### src/rtl/noc_pkg.sv
// Shared constants and types for the 5-port mesh router.
package noc_pkg;

  localparam int PORT_N = 0;
  localparam int PORT_S = 1;
  localparam int PORT_E = 2;
  localparam int PORT_W = 3;
  localparam int PORT_L = 4;

  localparam int NUM_PORTS            = 5;
  localparam int FLIT_W               = 16;
  localparam int DEFAULT_CREDIT_DEPTH = 4;

  typedef logic [2:0] port_sel_t;

endpackage

### src/rtl/noc_rr_pick.sv
// Combinational round-robin picker: first set req bit at or after ptr, wrapping.
module noc_rr_pick
  import noc_pkg::*;
#(
  parameter int NUM_IN = NUM_PORTS
) (
  input  logic [NUM_IN-1:0] req,
  input  port_sel_t         ptr,
  output logic [NUM_IN-1:0] grant,
  output port_sel_t         idx,
  output logic              any
);

  always_comb begin
    int j;
    j     = 0;
    grant = '0;
    idx   = '0;
    any   = 1'b0;
    for (int k = 0; k < NUM_IN; k++) begin
      j = int'(ptr) + k;
      if (j >= NUM_IN) j = j - NUM_IN;
      if (!any && req[j]) begin
        grant[j] = 1'b1;
        idx      = port_sel_t'(j);
        any      = 1'b1;
      end
    end
  end

endmodule

### src/rtl/noc_output_allocator.sv
// Per-output-port round-robin allocator with downstream credit tracking.
// Optional stall statistics counter enabled by macro NOC_ALLOC_STATS_EN.
module noc_output_allocator
  import noc_pkg::*;
#(
  parameter int NUM_IN       = NUM_PORTS,
  parameter int CREDIT_DEPTH = DEFAULT_CREDIT_DEPTH,
  parameter int CNT_W        = 4
) (
  input  logic              clk,
  input  logic              rst,
  input  logic [NUM_IN-1:0] req_i,
  input  logic              credit_inc_i,
  output logic [NUM_IN-1:0] grant_o,
  output port_sel_t         port_select_o,
  output logic              port_enable_o,
  output logic [CNT_W-1:0]  credits_o,
  output logic              full_o,
  output logic              overflow_o,
  output logic [15:0]       stall_cnt_o
);

  localparam logic [CNT_W-1:0] FULL_CREDITS = CNT_W'(CREDIT_DEPTH);

  port_sel_t          ptr;
  logic [CNT_W-1:0]   credits;
  logic               overflow;
  logic [NUM_IN-1:0]  pick_grant;
  port_sel_t          pick_idx;
  logic               pick_any;
  logic               credits_zero;
  logic               send;

  noc_rr_pick #(.NUM_IN(NUM_IN)) u_pick (
    .req   (req_i),
    .ptr   (ptr),
    .grant (pick_grant),
    .idx   (pick_idx),
    .any   (pick_any)
  );

  // Only the registered credit count gates the grant; credit_inc_i never reaches it.
  assign credits_zero  = (credits == '0);
  assign send          = pick_any && !credits_zero && !rst;
  assign grant_o       = send ? pick_grant : '0;
  assign port_select_o = send ? pick_idx : '0;
  assign port_enable_o = send;
  assign credits_o     = credits;
  assign full_o        = credits_zero;
  assign overflow_o    = overflow;

  always_ff @(posedge clk) begin
    if (rst) begin
      ptr      <= '0;
      credits  <= FULL_CREDITS;
      overflow <= 1'b0;
    end else begin
      if (send)
        ptr <= (pick_idx == port_sel_t'(NUM_IN - 1)) ? '0 : pick_idx + 3'd1;
      case ({send, credit_inc_i})
        2'b10: credits <= credits - 1'b1;
        2'b01: begin
          if (credits == FULL_CREDITS) overflow <= 1'b1;
          else                         credits  <= credits + 1'b1;
        end
        default: credits <= credits;
      endcase
    end
  end

`ifdef NOC_ALLOC_STATS_EN
  logic [15:0] stall_cnt;

  always_ff @(posedge clk) begin
    if (rst)
      stall_cnt <= '0;
    else if ((req_i != '0) && credits_zero && (stall_cnt != 16'hFFFF))
      stall_cnt <= stall_cnt + 16'd1;
  end

  assign stall_cnt_o = stall_cnt;
`else
  assign stall_cnt_o = '0;
`endif

endmodule

### config.mk
export PLATFORM = sky130hd
export DESIGN_NAME = noc_output_allocator
export DESIGN_NICKNAME = d
export VERILOG_FILES = /design/src/rtl/noc_pkg.sv /design/src/rtl/noc_rr_pick.sv /design/src/rtl/noc_output_allocator.sv
export SDC_FILE = /design/constraint.sdc
export NUM_CORES = 1
export LEC_CHECK = 0
export BUFFER_PORTS_ARGS = -buffer_cell sky130_fd_sc_hd__buf_2
export CAP_MARGIN = 20
export CORE_MARGIN = 10
export CORE_UTILIZATION = 45
export DETAILED_ROUTE_END_ITERATION = 8
export PLACE_DENSITY_LB_ADDON = 0.05
export SYNTH_ARGS = -nofsm -noshare
export SYNTH_HDL_FRONTEND = slang
export SYNTH_HIERARCHICAL = 1
export SYNTH_SLANG_ARGS = --single-unit
export TNS_END_PERCENT = 100
### constraint.sdc
create_clock -name clk -period 5.9 [get_ports clk]
set_input_delay 0.295 -clock clk [delete_from_list [all_inputs] [get_ports clk]]
set_output_delay 0.295 -clock clk [all_outputs]
set_load 0.1 [all_outputs]
==> results_dict.tcl, run 1 <==
set metrics [dict create \
    core_sq_um 5170 \
    start_util 0.469 \
    min_period_ns 5.08 \
    slew_viol_final 0 \
    drtPass1Iterations 5 \
    synth-seq-area-share 0.0660 \
    cap_violations 0 \
    rsz0062_at_grt "no" \
    drive_gt1_frac 0.159 \
    tritoncts "yes" \
    drtAntennaViolNets 0 \
    drt_iter0_markers 313 \
    grt_usage 0.159 \
    diodes 0 \
    cts_buffer_depth 2 \
    synthTopCellsByArea "ha_1, dfxtp_1, buf_4" \
    reg2reg_depth 17 \
    crit_path_start_kind "register" \
    final_cell_area_sq_um 2510 \
    grt_max_degree 37 \
    avgViaCountPerCell 6.05 \
    finalHoldViolCount 0 \
    synth_area_leader_cell "ha_1" \
    min_from "rst" \
    wl_um 7010 \
    outcome "complete, no violations" \
    wl_per_cell_um 17.1 \
    post-cts-setup-buffers 0 \
    post_dp_cell_area_sq_um 2460 \
    synth_top_area_share 0.0774 \
    cts_sinks 8 \
    synth_area_sq_um 2420 \
    nets 367 \
    synthTopCellsByCount "nor2_1, a21oi_1, nand2_1" \
    syn_inst 331 \
    critical_path_buf_inv_count 1 \
    antenna_found_initial 0 \
    die_h_um 93.4 \
    regArea_sq_um 160 \
    yosys_warnings 6 \
    async_flop_share 0 \
    cts.hold.buffers_added 0 \
    fillers 535 \
    synth-edff-count 0 \
    die-area_sq_um 8720 \
    synthToLayoutAreaGrowth_pct 3.35 \
    avgSynthCellArea_sq_um 7.33 \
    post_cts_resized 0 \
    overflow 0 \
    r2r_start "ptr[1]$_SDFFE_PP0N_" \
    die_w_um 93.4 \
    cp.required_ns 6.05 \
    ys_types 78 \
    dp_hpwl_um 5510 \
    cp-startpoint "ptr[1]$_SDFFE_PP0N_" \
    place_congestion 0.899 \
    fmax_ghz 0.197 \
    critical_path.top_delay_family "compound AO/OA/AOI/OAI gates" \
    first_global_vias 2342 \
    period_share 0.861 \
    cp_max_fo 17 \
    rows 26 \
    grt_pass1_wl_um 11700 \
    crit_cells 17 \
    crit_chain "inv_1 -> ha_1 -> a211oi_2 -> a21oi_1 -> a21oi_2 -> mux2_4 -> a211oi_4 -> nand3_1 -> or2_2 -> nand2b_4 -> or2_1 -> nand2_1 -> ha_1 -> a21oi_1 -> and2_1 -> o21ai_0 -> o211ai_1" \
    cts_made_buffers 3 \
    dp.cells 407 \
    multi_input_area_sq_um 2000 \
    synth-seq-cells 8 \
    cts.clk_slew.worst_paths_ns 0.04 \
    instances_no_fill 410 \
    cp_slowest_cell "dfxtp_1" \
    worst_slew_pin_slew_ns 0.695 \
    io_buffers 22 \
    max_stage_delay_ns 0.75 \
    htree_levels 1 \
    setup_viol 0 \
    drc 0 \
    ys.flop_type "dfxtp_1" \
    critical_path.endpoint_type "register" \
    setup_tns_ns 0 \
    hold_class "primary input to register" \
    clkLatencyLatePin_ns 0.23 \
    yosys.cell_count.top_type "nor2_1" \
    cp-endpoint "credits_o[3]$_SDFFE_PP0P_" \
    cts-root-buf "clkbuf_8" \
    cp.arrival_ns 5.23 \
    reg2reg_to "credits_o[3]$_SDFFE_PP0P_" \
    max-slew-margin-rel 0.537 \
    vias 2481 \
    criticalPathCategory "register to register" \
    clock_skew_ns 0.00479 \
    pin_count 39 \
    rrSetupSlack_ns 0.82 \
]
worst min path at each step:
| stage | cells after the start | to |
|---|---|---|
| floorplan | 2 | overflow_o$_SDFFE_PP0P_ |
| global placement | 2 | overflow_o$_SDFFE_PP0P_ |
| detailed placement | 2 | overflow_o$_SDFFE_PP0P_ |
| CTS | 2 | overflow_o$_SDFFE_PP0P_ |
| global route | 2 | overflow_o$_SDFFE_PP0P_ |
| finish | 2 | overflow_o$_SDFFE_PP0P_ |
placed cells by master, fill, tap and decap left out, types with 4 or more instances in the layout:
master,instances
xnor2_1,8
mux2i_1,8
nand2b_1,5
nand3_1,14
and2_1,6
nand2_1,24
nor2b_1,10
a31oi_1,5
a21oi_1,25
dfxtp_1,8
or4b_1,4
nor2_1,27
nor3_1,8
buf_4,5
conb_1,16
buf_2,22
inv_1,18
ha_1,15
or3_1,6
o21ai_0,15
registers in the layout (all words and copies together) (netlist names):
register and cells:
credits_o 4, overflow_o 1, ptr 3
per-layer routing:
layer  track usage  up-vias  wire length (um)
li1              -     1203                 -
met4        0.0463        0               122
met1         0.206     1166              2990
met3        0.0216       10               513
met2         0.268      102              3380
met5             0        -                 0
per-stage QoR:
stage               setup slack (ns)  hold WS, ns  utilization
floorplan                       1.18        0.495            -
finish                         0.822        0.366        0.485
detailed placement             0.884        0.465        0.477
CTS                            0.844        0.364        0.485
global route                   0.433        0.401        0.485
global placement               0.916        0.482        0.477
area by class of cell:
type	count	share of cell area
multi-input cells	283	0.797
flip-flops and latches	8	0.0639
repair buffers	27	0.0589
well taps	70	0.0349
inverters	19	0.0285
clock buffers	3	0.0165
cell families (layout without fill, tap and decap cells):
logic type | Yosys count | in the layout | share of synthesized area
adder cells (fa/ha/maj) | 17 | 17 | 0.0939
buffers and inverters | 55 | 49 | 0.133
XOR/XNOR | 11 | 11 | 0.0428
AO/OA/AOI/OAI | 101 | 101 | 0.300
AND/OR/NAND/NOR | 123 | 123 | 0.280
flip-flops | 8 | 8 | 0.0660
other | 1 | 16 | 0.00155
multiplexers | 15 | 15 | 0.0826
worst register-to-register path, delay by kind of cell (launching register included):
kind / cells / cell delay [ns]
AO/OA/AOI/OAI: 7 / 1.56
AND/OR/NAND/NOR: 6 / 1.25
adder cells (fa/ha/maj): 2 / 0.79
flip-flops: 1 / 0.75
multiplexers: 1 / 0.35
buffers and inverters: 1 / 0.32
Power of run 1 is not shown: default switching activity piles up to over one toggle a cycle in this logic, so the estimate is an artifact.
==> inputs of run 2 (changes only) <==
--- a/config.mk
+++ b/config.mk
@@ -10,7 +10,7 @@
 export CORE_MARGIN = 10
 export CORE_UTILIZATION = 45
 export DETAILED_ROUTE_END_ITERATION = 8
-export PLACE_DENSITY_LB_ADDON = 0.05
+export PLACE_DENSITY = 0.75
 export SYNTH_ARGS = -nofsm -noshare
 export SYNTH_HDL_FRONTEND = slang
 export SYNTH_HIERARCHICAL = 1
==> run 2 against run 1 <==
  * Clock skew shrank 0.0018 ns
  * Largest cell class unchanged
  * Via count grew 2.6%
  * Critical path depth is the same
==> results_dict.tcl, run 2 (synthesized netlist as in run 1, its figures left out) <==
set metrics [dict create \
    rows 26 \
    cts-root-buf "clkbuf_8" \
    cp.arrival_ns 4.94 \
    tritoncts "yes" \
    drive_gt1_frac 0.159 \
    layout.cells.most_common "nor2_1" \
    cts_sinks 8 \
    first_global_vias 2336 \
    fmax_ghz 0.209 \
    diodes 0 \
    die_h_um 93.4 \
    setup_tns_ns 0 \
    outcome "complete, no violations" \
    start_util 0.469 \
    setup_viol 0 \
    clock_skew_ns 0.00294 \
    cts.hold.buffers_added 0 \
    drc 0 \
    layout_common_cells "nor2_1, a21oi_1, nand2_1, buf_2, inv_1" \
    rsz0062_at_grt "no" \
    drt_iter0_markers 477 \
    drtAntennaViolNets 0 \
    post_cts_resized 0 \
    hold_class "primary input to register" \
    cts.clk_slew.worst_paths_ns 0.04 \
    max-slew-margin-rel 0.450 \
    io_buffers 22 \
    vias 2546 \
    die-area_sq_um 8720 \
    grt_pass1_wl_um 11500 \
    wl_per_cell_um 17.4 \
    avgViaCountPerCell 6.21 \
    cp.required_ns 6.05 \
    criticalPathCategory "register to register" \
    drtPass1Iterations 5 \
    clkLatencyLatePin_ns 0.23 \
    final_util 0.485 \
    synthToLayoutAreaGrowth_pct 3.35 \
    slew_viol_final 0 \
    antenna_found_initial 0 \
    die_w_um 93.4 \
    grt_usage 0.154 \
    wl_um 7140 \
    period_share 0.812 \
    cp_max_fo 36 \
    largest_reg_flops 4 \
    cts_made_buffers 3 \
    worst_slew_pin_slew_ns 0.814 \
    htree_levels 1 \
    critical_path.endpoint_type "register" \
    overflow 0 \
    finalHoldViolCount 0 \
    pin_count 39 \
    min_period_ns 4.79 \
    crit_path_start_kind "register" \
    place_congestion 0.985 \
    cap_violations 0 \
    grt_max_degree 37 \
    core_sq_um 5170 \
    dp_hpwl_um 5450 \
    post-cts-setup-buffers 0 \
    cts_buffer_depth 2 \
    nets 367 \
]
## run 2: worst paths after layout
path                          endpoint  slack, ns                    start  depth (start not counted)
max          credits_o[3]$_SDFFE_PP0P_       1.11      ptr[0]$_SDFFE_PP0N_                         17
min                ptr[0]$_SDFFE_PP0N_       0.37                      rst                          2
max reg2reg  credits_o[3]$_SDFFE_PP0P_       1.11      ptr[0]$_SDFFE_PP0N_                         17
min reg2reg    overflow_o$_SDFFE_PP0P_       0.49  overflow_o$_SDFFE_PP0P_                          2
## run 2: worst max-delay path, stage by stage (launching register included)
cell      delay [ns]
dfxtp_1         0.33
buf_4           0.35
ha_1            0.61
a211oi_2        0.20
a21oi_1         0.30
a21oi_2         0.11
mux2_4          0.33
a211oi_4        0.35
nand3_1         0.18
or2_2           0.36
nand2b_4        0.09
or2_1           0.34
nand2_1         0.19
ha_1            0.35
a21oi_1         0.20
and2_1          0.17
o21ai_0         0.08
o211ai_1        0.16
## run 2: through the flow
step                cells  hold slack [ns]  area (sq um)  worst slack (ns)
detailed placement    407            0.484          2460              1.24
global placement      407            0.479          2460              1.43
floorplan             346            0.495          2480              1.18
finish                410            0.368          2510              1.11
global route          410            0.376          2510             0.740
CTS                   410            0.368          2510              1.23
## run 2: per-layer routing
metal,share of wire,vias up,track usage
li1,-,1202,-
met5,0,-,0
met2,0.48,133,0.258
met1,0.43,1197,0.202
met4,0.015,0,0.0321
met3,0.077,14,0.0224
## run 2: area by class of cell
type	instances	area, sq um
multi-input combinational	283	2000
timing repair buffer	27	148
clock buffer	3	41.3
tap	70	87.6
inverter	19	71.3
sequential	8	160
fill	524	2670
Power of run 2 is left out for the same reason.
==> inputs of run 3 (changes only) <==
--- a/config.mk
+++ b/config.mk
@@ -10,7 +10,7 @@
 export CORE_MARGIN = 10
 export CORE_UTILIZATION = 45
 export DETAILED_ROUTE_END_ITERATION = 8
-export PLACE_DENSITY = 0.75
+export PLACE_DENSITY = 0.77
 export SYNTH_ARGS = -nofsm -noshare
 export SYNTH_HDL_FRONTEND = slang
 export SYNTH_HIERARCHICAL = 1
==> constraint.sdc (replaced) <==
create_clock -name clk -period 4.1 [get_ports clk]
set_input_delay 0.205 -clock clk [delete_from_list [all_inputs] [get_ports clk]]
set_output_delay 0.205 -clock clk [all_outputs]
set_load 0.1 [all_outputs]
==> run 3 against run 2 <==
  * Global-route usage rose by 1.0 points
  * Critical path depth down 2
  * Core utilization grew 7.2 points
  * Highest routed layer unchanged
  * Worst hold slack got worse by 0.081 ns
  * Non-clock buffer count is 15 higher
  * Die area stayed put
  * Cell area is 15% higher
  * Via count increased by 4.8%
  * Clock-buffer cell count is the same
  * Sequential cell count stayed put
  * Register-to-register slack lost 0.94 ns
  * Largest cell class unchanged
==> results_dict.tcl, run 3 (synthesized netlist as in run 1, its figures left out) <==
set metrics [dict create \
    drtPass1Iterations 5 \
    pin_count 39 \
    core_sq_um 5170 \
    r2r_start "ptr[1]$_SDFFE_PP0N_" \
    grt_util_met2 0.268 \
    clkLatencyLatePin_ns 0.23 \
    finalHoldViolCount 0 \
    setup_viol 0 \
    critical_path.endpoint_type "output pin" \
    reg2reg_depth 15 \
    drive_gt1_frac 0.256 \
    gr-usage-met3 0.0176 \
    rows 26 \
    fmax_ghz 0.252 \
    place_congestion 0.989 \
    vias 2667 \
    min_from "rst" \
    cp.arrival_ns 3.77 \
    drc 0 \
    clock_skew_ns 0.00727 \
    worst_slew_pin_slew_ns 0.745 \
    gr-usage-met1 0.207 \
    avgViaCountPerCell 6.28 \
    cp.required_ns 3.89 \
    multi_input_area_sq_um 2110 \
    crit_path_start_kind "register" \
    largest_reg_flops 4 \
    first_global_vias 2487 \
    htree_levels 1 \
    dp_hpwl_um 5750 \
    slew_viol_final 0 \
    hold_class "primary input to register" \
    wl_per_cell_um 17.9 \
    cap_violations 0 \
    start_util 0.469 \
    layout.cells.most_common "nor2_1" \
    diodes 0 \
    die_w_um 93.4 \
    tritoncts "yes" \
    cts.clk_slew.worst_paths_ns 0.04 \
    grt_pass1_wl_um 12200 \
    cts_buffer_depth 2 \
    antenna_found_initial 0 \
    drtAntennaViolNets 0 \
    grt_usage 0.164 \
    cp_max_fo 16 \
    outcome "complete, no violations" \
    die-area_sq_um 8720 \
    criticalPathCategory "register to output pin" \
    cts_made_buffers 3 \
    min_period_ns 3.98 \
    hold_depth 2 \
    overflow 0 \
    drt_iter0_markers 295 \
    regArea_sq_um 161 \
    rrSetupSlack_ns 0.17 \
    grt_max_degree 28 \
    layout_common_cells "nor2_1, nand2_1, a21oi_1, buf_4, inv_1" \
    final_util 0.556 \
    rsz0062_at_grt "yes" \
    synthToLayoutAreaGrowth_pct 18.7 \
    cts_sinks 8 \
    wl_um 7620 \
    hold_path_end "overflow_o$_SDFFE_PP0P_" \
    max-slew-margin-rel 0.497 \
    cts-root-buf "clkbuf_8" \
    reg2reg_to "credits_o[1]$_SDFFE_PP0P_" \
    die_h_um 93.4 \
    io_buffers 22 \
    nets 382 \
    top_usage_layer "met2" \
    fillers 493 \
    period_share 0.970 \
]
[run 3: cell types whose count changed in the layout (fill, tap and decap cells not counted), sizes merged]
cell and delta:
inv -1, clkinvlp +1, buf +15
[run 3: worst max path at each step]
stage	startpoint	to	slack, ns
2_1_floorplan	ptr[0]$_SDFFE_PP0N_	port_select_o[0]	-0.39
3_3_place_gp	ptr[1]$_SDFFE_PP0N_	ptr[2]$_SDFFE_PP0N_	0.27
3_5_place_dp	ptr[1]$_SDFFE_PP0N_	credits_o[3]$_SDFFE_PP0P_	0.12
4_1_cts	ptr[1]$_SDFFE_PP0N_	credits_o[3]$_SDFFE_PP0P_	0.09
5_1_grt	ptr[0]$_SDFFE_PP0N_	port_select_o[0]	-0.06
6_report	ptr[0]$_SDFFE_PP0N_	port_select_o[0]	0.12
[run 3: layout make-up]
type / instances / share of cell area
well taps: 70 / 0.0304
clock buffers: 3 / 0.0143
inverters: 19 / 0.0270
multi-input cells: 283 / 0.733
repair buffers: 42 / 0.139
flip-flops and latches: 8 / 0.0561
[run 3: per-stage QoR]
| step | hold slack (ns) | cells | instance area, sq um | setup TNS [ns] | setup WS, ns |
|---|---|---|---|---|---|
| 6_report | 0.287 | 425 | 2880 | 0 | 0.125 |
| 3_5_place_dp | 0.479 | 417 | 2690 | 0 | 0.122 |
| 3_3_place_gp | 0.480 | 417 | 2690 | 0 | 0.271 |
| 5_1_grt | 0.304 | 425 | 2880 | -0.131 | -0.0626 |
| 4_1_cts | 0.283 | 420 | 2730 | 0 | 0.0863 |
| 2_1_floorplan | 0.405 | 346 | 2500 | -0.851 | -0.387 |
[run 3: timing repair]
action / in CTS / in global routing
hold buffers: 0 / 0
setup buffers: 0 / 5
setup endpoints to repair: 0 / 11
gates resized for setup: 0 / 21
[run 3: worst max-delay path, stage by stage (launching register included)]
cell and delay [ns]:
dfxtp_1 0.37, inv_1 0.12, buf_4 0.22, ha_1 0.22, fa_1 0.52, a22oi_4 0.10, or3_1 0.39, a21oi_2 0.26
a211oi_4 0.06, buf_4 0.19, nor2_1 0.22, inv_1 0.08, o221ai_1 0.25, inv_1 0.13, nor2_1 0.20, buf_12 0.20
[run 3: routing by layer]
metal  up-vias  part of all wire
li1       1234                 -
met1      1246              0.39
met2       160              0.49
met3        27             0.078
met4         0             0.041
met5         -                 0
Power of run 3 is left out for the same reason.
